===== src/rtl/conv_ctrl.sv =====
// Convolution address sequencer: walks r, c, m, n over an N x N input with an F x F filter and
// caps unacknowledged windows. Optional stall counter is enabled with macro CONV_CTRL_PERF_EN.
module conv_ctrl #(
  parameter int unsigned MAX_OUTST = 4
) (
  input  logic        clk,
  input  logic        rst_n,
  input  logic        start,
  input  logic [7:0]  input_size,
  input  logic [7:0]  filter_size,
  output logic        mac_valid,
  input  logic        mac_ready,
  output logic [15:0] in_addr,
  output logic [7:0]  flt_addr,
  output logic        mac_first,
  output logic        mac_last,
  output logic [15:0] out_addr,
  input  logic        acc_ack,
  output logic        busy,
  output logic        done,
  output logic        err
`ifdef CONV_CTRL_PERF_EN
  ,
  output logic [31:0] perf_stall
`endif
);

  typedef enum logic [2:0] {StIdle, StCheck, StRun, StDrain, StFinish} state_e;

  localparam logic [3:0] MaxOutst = 4'(MAX_OUTST);

  state_e     state_q, state_d;
  logic [7:0] n_q, n_d, f_q, f_d;
  logic [7:0] win_r_q, win_r_d, win_c_q, win_c_d;
  logic [7:0] flt_m_q, flt_m_d, flt_n_q, flt_n_d;
  logic [3:0] outst_q, outst_d;
  logic       err_q, err_d;

  logic [7:0]  o_size, o_last, f_last;
  logic [15:0] row_sum;
  logic        at_first, at_last, limited, xfer, final_op, inc, dec;

  assign o_size   = n_q - f_q + 8'd1;
  assign o_last   = o_size - 8'd1;
  assign f_last   = f_q - 8'd1;
  assign at_first = (flt_m_q == 8'd0) && (flt_n_q == 8'd0);
  assign at_last  = (flt_m_q == f_last) && (flt_n_q == f_last);
  // A new window may not start while the accumulator side is full.
  assign limited  = (state_q == StRun) && at_first && (outst_q == MaxOutst);
  assign xfer     = mac_valid && mac_ready;
  assign final_op = at_last && (win_r_q == o_last) && (win_c_q == o_last);
  assign inc      = xfer && at_last;
  assign dec      = acc_ack && (outst_q != 4'd0);

  assign row_sum   = 16'(win_r_q) + 16'(flt_m_q);
  assign in_addr   = row_sum * 16'(n_q) + 16'(win_c_q) + 16'(flt_n_q);
  assign flt_addr  = flt_m_q * f_q + flt_n_q;
  assign out_addr  = 16'(win_r_q) * 16'(o_size) + 16'(win_c_q);
  assign mac_valid = (state_q == StRun) && !limited;
  assign mac_first = (state_q == StRun) && at_first;
  assign mac_last  = (state_q == StRun) && at_last;
  assign busy      = (state_q != StIdle);
  assign done      = (state_q == StFinish);
  assign err       = done && err_q;

  always_comb begin
    state_d = state_q;
    n_d     = n_q;
    f_d     = f_q;
    win_r_d = win_r_q;
    win_c_d = win_c_q;
    flt_m_d = flt_m_q;
    flt_n_d = flt_n_q;
    err_d   = err_q;
    outst_d = outst_q;
    if (inc && !dec) begin
      outst_d = outst_q + 4'd1;
    end else if (dec && !inc) begin
      outst_d = outst_q - 4'd1;
    end
    unique case (state_q)
      StIdle: begin
        if (start) begin
          state_d = StCheck;
          n_d     = input_size;
          f_d     = filter_size;
          err_d   = 1'b0;
        end
      end
      StCheck: begin
        win_r_d = 8'd0;
        win_c_d = 8'd0;
        flt_m_d = 8'd0;
        flt_n_d = 8'd0;
        if ((f_q == 8'd0) || (f_q > 8'd16) || (f_q > n_q)) begin
          err_d   = 1'b1;
          state_d = StFinish;
        end else begin
          state_d = StRun;
        end
      end
      StRun: begin
        if (xfer) begin
          if (flt_n_q != f_last) begin
            flt_n_d = flt_n_q + 8'd1;
          end else begin
            flt_n_d = 8'd0;
            if (flt_m_q != f_last) begin
              flt_m_d = flt_m_q + 8'd1;
            end else begin
              flt_m_d = 8'd0;
              if (win_c_q != o_last) begin
                win_c_d = win_c_q + 8'd1;
              end else begin
                win_c_d = 8'd0;
                win_r_d = (win_r_q == o_last) ? 8'd0 : win_r_q + 8'd1;
              end
            end
          end
          if (final_op) begin
            state_d = StDrain;
          end
        end
      end
      StDrain: begin
        if (outst_q == 4'd0) begin
          state_d = StFinish;
        end
      end
      StFinish: state_d = StIdle;
      default:  state_d = StIdle;
    endcase
  end

  always_ff @(posedge clk or negedge rst_n) begin
    if (!rst_n) begin
      state_q <= StIdle;
      n_q     <= 8'd0;
      f_q     <= 8'd0;
      win_r_q <= 8'd0;
      win_c_q <= 8'd0;
      flt_m_q <= 8'd0;
      flt_n_q <= 8'd0;
      outst_q <= 4'd0;
      err_q   <= 1'b0;
    end else begin
      state_q <= state_d;
      n_q     <= n_d;
      f_q     <= f_d;
      win_r_q <= win_r_d;
      win_c_q <= win_c_d;
      flt_m_q <= flt_m_d;
      flt_n_q <= flt_n_d;
      outst_q <= outst_d;
      err_q   <= err_d;
    end
  end

`ifdef CONV_CTRL_PERF_EN
  logic [31:0] perf_q, perf_d;

  always_comb begin
    perf_d = perf_q;
    if ((state_q == StIdle) && start) begin
      perf_d = 32'd0;
    end else if ((state_q == StRun) && ((mac_valid && !mac_ready) || limited) &&
                 (perf_q != 32'hFFFF_FFFF)) begin
      perf_d = perf_q + 32'd1;
    end
  end

  always_ff @(posedge clk or negedge rst_n) begin
    if (!rst_n) begin
      perf_q <= 32'd0;
    end else begin
      perf_q <= perf_d;
    end
  end

  assign perf_stall = perf_q;
`endif

endmodule


===== config.mk =====
export PLATFORM = sky130hd
export DESIGN_NAME = conv_ctrl
export DESIGN_NICKNAME = d
export VERILOG_FILES = /design/src/rtl/conv_ctrl.sv
export SDC_FILE = /design/constraint.sdc
export NUM_CORES = 1
export LEC_CHECK = 0
export ABC_AREA = 1
export BUFFER_PORTS_ARGS = -buffer_cell sky130_fd_sc_hd__buf_2
export CAP_MARGIN = 20
export CORE_ASPECT_RATIO = 1.4
export CORE_MARGIN = 8
export CORE_UTILIZATION = 25
export DETAILED_ROUTE_END_ITERATION = 7
export SKIP_LAST_GASP = 1
export SYNTH_ARGS = -nofsm -noshare
export SYNTH_HDL_FRONTEND = slang
export SYNTH_SLANG_ARGS = --single-unit

===== constraint.sdc =====
create_clock -name clk -period 17.5 [get_ports clk]
set_clock_uncertainty 0.1 [all_clocks]
set_input_delay 0.875 -clock clk [delete_from_list [all_inputs] [get_ports clk]]
set_output_delay 0.875 -clock clk [all_outputs]
set_load 0.02 [all_outputs]

==> run summary, run 1 <==
Share of cells above drive strength 1: 8.199%
Initial Util: 25.21%
RSZ-0062 raised after global routing: false
Hold Vio Cnt, Final: 0
Count of different cell masters after synthesis: 47
Fin area: 11850 um^2
FF/Latch Area: 1401 um^2
CTS root buf: clkbuf_16
CP max stage delay: 0.61 ns
DRC viols: 0
First-pass GRT wire length: 51610 um
Most frequent cell on the critical path: fa_1
Post-route ant nets: 0
Crit end category: output port
Die Y: 262.1 um
Die Wd: 191.8 um
Antenna violations before repair: 0
Syn avg cell area: 7.507 um^2
Cells after Synth: 1441
Post-synth EDFFs: 0
Pin count of the biggest net entering global routing: 57
Final HPWL DP: 27030 um
Core Util, Final: 27.61%
R2R Path Start: n_q[1]
Setup TNS Final: 0 ns
Crit path max fanout: 10
Slowest stage cell, crit path: xor2_1
Layout net count: 1771
Maxcap violations: 0
WL/cell: 15.48 um
Num CTS Buffers: 5
Cell Area, Synth: 10820 um^2
Initial DRC count: 587
Rows: 90
Clock sink count: 56
Port bufs: 66
Fin crit period: 8.267 ns
Crit. Startpoint: flt_m_q[2]
Count of pins over their slew limit: 0
Vias in the first global route: 9711
Core area: 42900 um^2
Worst hold start: outst_q[3]
Register area share after synthesis: 12.95%
Critical Path RT: 16.52 ns
Final setup violation count: 0
TritonCTS clock tree: built
Vias per Instance: 4.568
Ant diodes: 0
Hold/Removal Path Class: register to register
Placement-stage cell area: 11690 um^2
Die ar.: 50280 um^2
Setup Fix Bufs, Post-CTS: 0
Worst Path Arrival: 7.29 ns
Post-Route WL: 31590 um
CTS max path bufs: 2
Syn_nets: 1725
Hold Buf Count CTS: 0
GP Congestion: 0.9040
Slew @ Worst Pin: 0.8390 ns
Top FF cell, synth: dfrtp_1
Startpoint types: register
Final worst-path cycle share: 47.24%
Latest clock arrival within the worst-skew pair: 0.32 ns
Reg clk slew, reported paths: 0.09 ns
# resized after CTS: 0
Asr flop ratio synth: 100.0%
CTS H-Tree Depth: 2
Relative slew slack: 44.07%
Area growth syn-to-layout: 9.496%
Fmax: 121.0 MHz
Syn. warnings: 0
Status: finished, final reports clean
First-pass DRT Iterations: 5
GRT Util Overall: 12.95%
Vias: 9319
Multi-input combinational cell area: 8128 um^2
Aggregate global routing overflow: 0
Fillers: 4636
Io pins: 67
FF+latch count, synth: 56
Crit Path Class: register to output port
-- cells in the mapped netlist (6+ instances only) --
master	instances	area (um^2)
clkinv_1	6	22.52
nor2_1	153	574.3
xnor2_1	27	236.5
inv_1	285	1070
clkbuf_1	14	52.55
a21oi_1	51	255.2
xor2_1	44	385.4
ha_1	143	1789
fa_1	120	2402
nand2_2	11	68.82
o21ai_2	10	87.58
nor3_1	21	105.1
dfrtp_1	56	1401
nand2_1	277	1040
nand3_1	96	480.5
nand4_1	11	68.82
o21ai_0	51	255.2
buf_2	8	40.04
-- routing by layer --
metal | vias up | part of all wire [%] | GRT usage, %
met1 | 4516 | 39 | 14.33
li1 | 4550 | - | -
met5 | - | 0 | 0
met2 | 202 | 54 | 24.75
met3 | 51 | 2.9 | 0.9161
met4 | 0 | 4.1 | 5.763
-- layout by cell type (no fill, tap or decap), types with 21 or more instances in the layout --
| cell type | instances |
|---|---|
| xnor2_1 | 27 |
| ha_1 | 143 |
| a21oi_1 | 51 |
| xor2_1 | 44 |
| o21ai_0 | 51 |
| dfrtp_1 | 56 |
| inv_1 | 285 |
| buf_2 | 66 |
| nand3_1 | 96 |
| nor2_1 | 152 |
| nand2_1 | 277 |
| fa_1 | 120 |
| nor3_1 | 21 |
-- cells by family (layout without fill, tap and decap cells) --
family / Yosys count / count (layout) / synth area share, %
mux: 1 / 1 / 0.1041
compound gates: 128 / 128 / 6.720
xor+xnor: 71 / 71 / 5.748
simple gates: 595 / 595 / 23.79
fa+ha+maj: 263 / 263 / 38.75
buf+inv: 327 / 374 / 11.94
flops: 56 / 56 / 12.95
-- flip-flops by register name, summed over array words and instances, names as in the netlist --
name and cells:
f_q 8, flt_m_q 8, flt_n_q 8, n_q 8, win_c_q 8, win_r_q 8, outst_q 4, state_q 3
err_q 1
-- cell type report --
cell class / count / area share [%]
tap: 552 / 5.831
clock inverter: 2 / 0.1162
multi-input combinational: 1058 / 68.62
inverter: 298 / 9.517
sequential: 56 / 11.83
timing repair buffer: 68 / 2.915
clock buffer: 6 / 1.172
-- final timing paths --
| check | cells after the start | endpoint | slack [ns] |
|---|---|---|---|
| min | 1 | outst_q[3] | 0.43 |
| max | 25 | in_addr[12] | 9.23 |
| max reg2reg | 18 | win_r_q[1] | 12.96 |
| min reg2reg | 1 | outst_q[3] | 0.43 |
| min in group asynchronous | 2 | outst_q[3] | 0.62 |
| max in group asynchronous | 2 | n_q[7] | 16.11 |
-- worst max-delay path, delay by kind of cell, from the launching register on --
| family | cells | cell delay [ns] |
|---|---|---|
| adder cells (fa/ha/maj) | 7 | 3.07 |
| buffers and inverters | 5 | 0.53 |
| AO/OA/AOI/OAI | 9 | 1.71 |
| XOR/XNOR | 2 | 0.87 |
| flip-flops | 1 | 0.57 |
| AND/OR/NAND/NOR | 2 | 0.20 |
-- stage by stage --
stage                     hold WS (ns)  setup WS [ns]  cells
after CTS                       0.4248          9.297   2040
after global placement          0.3859          9.796   2032
after floorplan                 0.3588          10.49   1441
final                           0.4287          9.233   2040
after detailed placement        0.4105          9.688   2032
after global routing            0.4510          8.818   2040
Power of run 1 is not shown: default switching activity piles up to over one toggle a cycle in this logic, so the estimate is an artifact.
==> run 2: changes to the inputs <==
--- a/config.mk
+++ b/config.mk
@@ -5,7 +5,7 @@
 export SDC_FILE = /design/constraint.sdc
 export NUM_CORES = 1
 export LEC_CHECK = 0
-export ABC_AREA = 1
+export ABC_AREA = 0
 export BUFFER_PORTS_ARGS = -buffer_cell sky130_fd_sc_hd__buf_2
 export CAP_MARGIN = 20
 export CORE_ASPECT_RATIO = 1.4
==> constraint.sdc (replaced) <==
create_clock -name clk -period 8.3 [get_ports clk]
set_clock_uncertainty 0.1 [all_clocks]
set_input_delay 0.415 -clock clk [delete_from_list [all_inputs] [get_ports clk]]
set_output_delay 0.415 -clock clk [all_outputs]
set_load 0.02 [all_outputs]
==> run 2 against run 1 <==
Net effect: final cell count decreased by 11%; non-clock buffer count up 6; die area is 0.61% lower; synthesized cell count decreased by 16%; worst hold slack worse by 0.26 ns; worst setup slack got worse by 8.7 ns; core utilization decreased by 0.11 points; cell area is 0.66% lower.
==> run summary, run 2 <==
Status: finished, final reports clean
CTS H-Tree Depth: 2 (unchanged)
Core area: 42790 um^2 (-0.26%)
Worst Path Arrival: 7.26 ns (-0.03 ns)
Hold Vio Cnt, Final: 0 (unchanged)
Antenna violations before repair: 0 (unchanged)
Core Util, Final: 27.50% (-0.11 points)
Post-synth EDFFs: 0 (unchanged)
Dominant cell type by area after synthesis: fa_1
Most frequent cell on the critical path: fa_1
Register area share after synthesis: 13.04% (+0.086 points)
Final HPWL DP: 23640 um (-13%)
Cells after Synth: 1214 (-16%)
Fmax: 128.7 MHz
Crit. Startpoint: f_q[0]
Clk network pwr share: 5.7%
Startpoint types: register
Most frequent cells after synthesis: inv_1 (208), ha_1 (143), fa_1 (120)
Pin count of the biggest net entering global routing: 57 (unchanged)
Fin crit period: 7.770 ns
Rows: 90 (unchanged)
WL/cell: 15.45 um (-0.24%)
Most common cell after layout, fill and taps aside: inv_1
Port bufs: 66 (unchanged)
Die Y: 261.3 um (-0.31%)
Layout net count: 1542 (-13%)
Reg clk slew, reported paths: 0.07 ns (-0.02 ns)
Asr flop ratio synth: 100.0% (unchanged)
Vias: 8192 (-12%)
Final worst-path cycle share: 93.62%
CTS max path bufs: 2 (unchanged)
Num CTS Buffers: 5 (unchanged)
CTS root buf: clkbuf_16
Crit Path Class: register to output port
Hold/Removal Path Class: input port to async pin
P_leak: 6.173 nW
Post-Route WL: 27970 um (-11%)
R2R Path Start: f_q[0]
TritonCTS clock tree: built
Slowest stage cell, crit path: dfrtp_1
Share of the synthesized area in the top cell type: 22.35% (+0.15 points)
Critical Path RT: 7.79 ns (-8.73 ns)
FF+latch count, synth: 56 (unchanged)
Io pins: 67 (unchanged)
Syn_nets: 1498 (-13%)
Aggregate global routing overflow: 0 (unchanged)
Switching part of the total: 55.19%
Syn. warnings: 0 (unchanged)
Fin cells: 1811 (-11%)
Cell count after placement: 1803 (-11%)
Hold Buf Count CTS: 0 (unchanged)
Syn avg cell area: 8.852 um^2 (+18%)
Die Wd: 191.2 um (-0.30%)
Top FF cell, synth: dfrtp_1
Die ar.: 49970 um^2 (-0.61%)
Ant diodes: 0 (unchanged)
Maxcap violations: 0 (unchanged)
Clock sink count: 56 (unchanged)
Worst hold slack: 0.1685 ns (-0.2602 ns)
RSZ-0062 raised after global routing: false
Fin area: 11770 um^2 (-0.66%)
First-pass DRT Iterations: 5 (unchanged)
Logic pwr share: 82.4%
Initial Util: 25.11% (-0.10 points)
DRC viols: 0 (unchanged)
Setup TNS Final: 0 ns (unchanged)
Maximum vdd drop: 0.2136 mV
Initial DRC count: 300 (-49%)
Crit end category: output port
Synth top area cells: fa_1 (22%), ha_1 (17%), dfrtp_1 (13%), inv_1 (7.3%), xnor2_1 (5.5%)
Count of different cell masters after synthesis: 75 (+60%)
Latest clock arrival within the worst-skew pair: 0.30 ns (-0.02 ns)
Slew @ Worst Pin: 0.7991 ns (-0.03985 ns)
Count of pins over their slew limit: 0 (unchanged)
Cell Area, Synth: 10750 um^2 (-0.66%)
Area growth syn-to-layout: 9.500% (about the same)
GRT Util Overall: 11.41% (-1.5 points)
CP max stage delay: 0.65 ns (+0.04 ns)
P_sw: 2.529 mW
PwrDens: 389.4 nW/um^2
Post-route ant nets: 0 (unchanged)
Share of cells above drive strength 1: 9.293% (+1.1 points)
Vias in the first global route: 8896 (-8.4%)
Vias per Instance: 4.523 (-0.98%)
Fillers: 4589 (-1.0%)
Dominant cell by count in the synthesized netlist: inv_1
First-pass GRT wire length: 46130 um (-11%)
Reg power frac: 11.9%
Relative slew slack: 46.34% (+2.3 points)
GP Congestion: 0.8852 (-2.1%)
Crit path max fanout: 14 (+4)
Placement-stage cell area: 11580 um^2 (-0.98%)
Int Power: 2.053 mW
Final setup violation count: 0 (unchanged)
Most frequent cells in the layout: inv_1 (208), ha_1 (143), fa_1 (120), nand2_1 (118), and2_1 (78)
[run 2: changes by cell type after synthesis, moves of 13 or more]
cell      before  now
xnor2_1       27   68
and3_1         0   17
and2_1         1   78
a21oi_1       51   31
nand3_1       96   16
nand2_1      277  118
xor2_1        44   27
inv_1        285  208
a21o_1         4   17
nand2b_1       0   24
nor2_1       153   44
[run 2: logic make-up (layout without fill, tap and decap cells)]
kind of cell | after synthesis | count (layout) | synth area share [%]
and+or+nand+nor | 390 | 390 | 19.41
adders and majority gates | 263 | 263 | 39.00
buffers and inverters | 246 | 291 | 9.652
AOI/OAI and AO/OA | 151 | 151 | 8.849
xor gates and xnor gates | 104 | 104 | 9.640
DFF | 56 | 56 | 13.04
muxes | 4 | 4 | 0.4075
[run 2: worst max-delay path, delay by kind of cell (launching register included)]
family | cells | cell delay [ns]
AOI/OAI and AO/OA | 8 | 1.79
adders and majority gates | 8 | 3.16
buffers and inverters | 5 | 0.51
DFF | 1 | 0.65
xor gates and xnor gates | 2 | 0.60
and+or+nand+nor | 2 | 0.25
[run 2: worst paths after layout]
check | endpoint | slack, ns | cells past startpoint
setup / recovery | out_addr[15] | 0.53 | 25
hold / removal | err_q | 0.17 | 2
setup reg to reg | win_r_q[2] | 3.82 | 13
hold reg to reg | outst_q[3] | 0.39 | 1
max in group asynchronous | f_q[0] | 7.40 | 2
min in group clk | f_q[2] | 0.22 | 3
[run 2: layout make-up]
class	instances	area, um^2	share of cell area (%)
clock inverter	1	30.03	0.2552
tap	552	690.7	5.869
sequential	56	1401	11.91
timing repair buffer	74	390.4	3.317
multi-input combinational	912	8318	70.69
inverter	209	784.5	6.667
clock buffer	7	152.6	1.297
[run 2: power by group through the flow]
stage	Sequential [mW]	Clock (mW)	Combinational, mW
2_1_floorplan	0.442	0	3.08
3_3_place_gp	0.542	0	3.73
3_5_place_dp	0.546	0	3.79
4_1_cts	0.542	0.270	3.82
5_1_grt	0.563	0.277	4.26
6_report	0.544	0.263	3.78
[run 2: per-stage QoR]
step	setup WS (ns)	total power, mW
after global placement	1.057	4.268
after detailed placement	0.8969	4.335
after floorplan	1.356	3.526
after global routing	0.01133	5.097
after CTS	0.5613	4.630
final	0.5299	4.583
[run 2: repair_timing]
action	4_1_cts	5_1_grt
gates resized for setup	0	1
endpoints found under the setup margin	0	1
setup buffers	0	0
[run 2: routing by layer]
| layer | global-route usage, % | up-vias | share of wire [%] |
|---|---|---|---|
| li1 | - | 3986 | - |
| met1 | 13.44 | 3955 | 41 |
| met2 | 20.45 | 192 | 50 |
| met3 | 1.479 | 59 | 4.4 |
| met4 | 4.820 | 0 | 4.1 |
| met5 | 0 | - | 0 |
Note: power is estimated with default switching activity, not from simulation.
